===== src/rtl/data_memory.sv =====
// Word-organised data RAM for the load/store path: synchronous write,
// combinational read, synchronous clear, out-of-range accesses ignored/read as zero.
module data_memory #(
  parameter int unsigned DEPTH    = 64,
  parameter int unsigned ADDR_LSB = 2
) (
  input  logic        clk,
  input  logic        reset,
  input  logic        WE,
  input  logic [31:0] A,
  input  logic [31:0] WD,
  output logic [31:0] RD
);

  localparam int unsigned IDX_W = $clog2(DEPTH);

  logic [31:0]      mem [DEPTH];
  logic [IDX_W-1:0] idx;
  logic             in_range;

  // Every bit above the index field must be zero; otherwise the access would alias.
  assign in_range = ((A >> (ADDR_LSB + IDX_W)) == '0);
  assign idx      = A[ADDR_LSB +: IDX_W];

  always_ff @(posedge clk) begin
    if (reset) begin
      for (int unsigned i = 0; i < DEPTH; i++) begin
        mem[i] <= '0;
      end
    end else if (WE && in_range) begin
      mem[idx] <= WD;
    end
  end

  always_comb begin
    RD = '0;
    if (in_range) begin
      RD = mem[idx];
    end
  end

endmodule


===== config.mk =====
export PLATFORM = sky130hd
export DESIGN_NAME = data_memory
export DESIGN_NICKNAME = d
export VERILOG_FILES = /design/src/rtl/data_memory.sv
export SDC_FILE = /design/constraint.sdc
export NUM_CORES = 2
export LEC_CHECK = 0
export BUFFER_PORTS_ARGS = -buffer_cell sky130_fd_sc_hd__buf_2
export CORE_MARGIN = 4
export CORE_UTILIZATION = 55
export CTS_CLUSTER_DIAMETER = 60
export DETAILED_ROUTE_END_ITERATION = 8
export GPL_ROUTABILITY_DRIVEN = 0
export PLACE_DENSITY = 0.71
export SLEW_MARGIN = 20
export SYNTH_ARGS = -nofsm -noshare
export SYNTH_HDL_FRONTEND = slang
export SYNTH_SLANG_ARGS = --single-unit

===== constraint.sdc =====
create_clock -name clk -period 3.1 [get_ports clk]
set_input_delay 0.155 -clock clk [delete_from_list [all_inputs] [get_ports clk]]
set_output_delay 0.155 -clock clk [all_outputs]
set_load 0.03 [all_outputs]

==> summary.md <==
| Metric | Value |
|---|---|
| Commonest non-fill, non-tap cell in the layout | edfxtp_1 |
| Combinational share of power | 9.0% |
| Placed Cells | 9013 |
| Clk sink count | 2048 |
| Drt via density | 6.82 |
| Tcrit/Tclk final | 107% |
| DP Worst Slack | -0.533 ns |
| Max FFs per register | 2048 |
| CP max FO | 1 |
| Most frequent cells in the layout | edfxtp_1 (2048), and2_1 (1921), buf_4 (457), a221oi_1 (381), a22oi_1 (329) |
| Netlist Area Pre-Place | 92700 um^2 |
| P&R area growth vs syn | 16.0% |
| Final net count | 7083 |
| Worst Path Required | 2.94 ns |
| Final non-filler cell total | 9395 |
| Async set or reset register ratio after synthesis | 0% |
| Slowest stage delay, CP | 0.55 ns |
| Clk slew on worst S/H paths | 0.06 ns |
| Pins Over Slew Limit | 0 |
| Net Sw Frac | 24.3% |
| Global Route Usage Sum | 35.8% |
| Clock Path Buffers | 3 |
| Sequential share of power | 51.3% |
| Post-route ant nets | 0 |
| Max IR drop VDD | 0.000677 V |
| Drt wl/cell | 33.6 um |
| CP Capture Type | output pin |
| Synthesized instance count | 6903 |
| I/O pins | 99 |
| Max_cap viols | 0 |
| Synth Register Bits | 2048 |
| Crit-path slowest cell | o41a_1 |
| Hold Path Depth | 2 |
| TritonCTS clock tree | yes |
| Max Clock Freq | 302 MHz |
| Setup crit start kind | flip-flop |
| Crit path DAT | 3.15 ns |
| Die area | 175000 um^2 |
| Endpoints failing setup | 20 |
| Synth Area per Inst | 13.4 um^2 |
| Share of layout cells above drive strength 1 | 19.7% |
| Status | finished, violations left |
| CP dominant cell by count | buf_6 |
| Total setup buffers inserted after CTS | 0 |
| RSZ-0062 raised after global routing | true |
| Leak | 0.0379 uW |
| Mapped Nets | 6970 |
| Regs by FF count | mem: 2048 flops |
| Drt pass-1 iters | 8 |
| Cell area after placement | 99100 um^2 |
| Initial antenna violation count | 21 |
| Cell Chain, Critical Path | a22oi_2 -> o22ai_1 -> a21oi_4 -> nand4b_1 -> o41a_1 -> buf_6 -> buf_6 |
| Hpwl dp | 198000 um |
| Max-slew headroom | 17.1% |
| Worst Max-Slew Pin Slew | 1.23 ns |
| Finished Cell Area | 108000 um^2 |
| Hold Path Class | in -> reg |
| PD cells | 583 nW/um^2 |
| Part of the power in the clock network | 39.7% |
| Most used flip-flop cell after synthesis | edfxtp_1 |
| Failing checks | negative setup slack |
| Synth warnings | 0 |
| Overall routed net length | 315000 um |
| GRT overflow | 0 |
| Endpoints failing hold | 0 |
| Hold_ws | 0.0517 ns |
| Final min period | 3.31 ns |
| Vias in the first global route | 62100 |
| Largest net degree at the start of global routing | 79 |
| Post-synth EDFFs | 2048 |
| TritonCTS buffer count | 206 |
| Global-route wire length before repair | 451000 um |
| Largest Register | mem |
| P_int | 47400 uW |
| Core Footprint | 167000 um^2 |
| Initial DRC Count | 10500 |
| Overall Power | 62700 uW |
| Cell row count | 150 |
| Seq/Total Area, Yosys | 66.3% |
| Die height | 419 um |
| Critical path class | reg -> out |
| Via count | 64100 |
| Sw power | 15200 uW |
| Setup ws final | -0.210 ns |
| Cell variety after synth | 69 |
| # H-tree levels | 4 |
| DRC viols | 0 |
| Initial Utilization | 55.4% |
| CTS Root Cell | clkbuf_16 |
| Horiz. Die Dim | 419 um |
| Port bufs | 96 |
-- critical path: cells and delay by family (launching register included) --
| family | cells | cell delay [ns] |
|---|---|---|
| AND/OR/NAND/NOR | 1 | 0.45 |
| flip-flops | 1 | 0.39 |
| AO/OA/AOI/OAI | 4 | 1.14 |
| buffers and inverters | 2 | 0.29 |
-- cells in the mapped netlist (17+ instances only) --
cell type,n,area share (%)
o221ai_1,54,0.51
mux4_2,17,0.41
or2_2,60,0.40
buf_6,18,0.22
buf_4,17,0.14
edfxtp_1,2048,66
a41oi_1,17,0.16
clkbuf_1,521,2.1
buf_2,176,0.95
and2_1,1922,13
nor3_1,85,0.46
o21ai_0,95,0.51
a21oi_1,79,0.43
o22ai_1,151,1.0
nand2_1,80,0.32
and3_1,135,0.91
mux2i_1,105,1.1
a22oi_1,336,2.7
nor2_1,123,0.50
a221oi_1,457,4.3
mux2_2,74,0.90
buf_1,74,0.30
a31oi_1,17,0.11
a22o_1,63,0.60
-- worst paths after layout --
path / startpoint / end
hold / removal: WD[18] / mem[13][18]$_SDFFCE_PN0P_
setup / recovery: mem[51][29]$_SDFFCE_PN0P_ / RD[29]
-- logic make-up (layout without fill, tap and decap cells) --
| kind of cell | count (synthesis) | count (layout) | synth area share, % |
|---|---|---|---|
| and+or+nand+nor | 2475 | 2475 | 16.1 |
| other | 0 | 9 | 0 |
| buffers and inverters | 811 | 1090 | 3.74 |
| muxes | 197 | 197 | 2.46 |
| DFF | 2048 | 2048 | 66.3 |
| AOI/OAI and AO/OA | 1372 | 1372 | 11.4 |
-- per-stage QoR --
| step | utilization (%) | setup TNS, ns |
|---|---|---|
| global route | 64.2 | -2.08 |
| detailed placement | 59.2 | -3.72 |
| floorplan | - | 0 |
| finish | 64.2 | -1.87 |
| CTS | 63.9 | -1.26 |
| global placement | 59.2 | -3.83 |
-- final cells by class --
type,instances,area (um^2)
fill,12000,59900
timing repair buffer,711,7050
antenna,9,22.5
multi-input combinational,4044,29500
inverter,5,26.3
sequential,2048,61500
tap,2204,2760
clock buffer,261,5380
clock inverter,113,1300
-- repair_timing --
action | CTS | global route
endpoints found under the hold margin | 104 | 0
endpoints found under the setup margin | 31 | 28
pin swaps | 45 | 42
hold buffers | 7 | 0
cloned | 0 | 0
resized for setup | 246 | 86
-- metal layers --
metal	GRT usage, %	vias up	routed length [um]
li1	-	26200	-
met1	47.3	32000	109000
met2	51.6	4912	137000
met3	10.4	959	44400
met4	24.1	8	25600
met5	0	-	101
-- power by group through the flow --
stage	registers, uW	logic [uW]	clock network, uW
6_report	32200	5620	24900
5_1_grt	32300	5700	26100
4_1_cts	32200	5330	24900
3_5_place_dp	32700	5120	0
3_3_place_gp	32700	5070	0
2_1_floorplan	32600	2430	0
No activity file was read; power rests on OpenSTA's default activity.
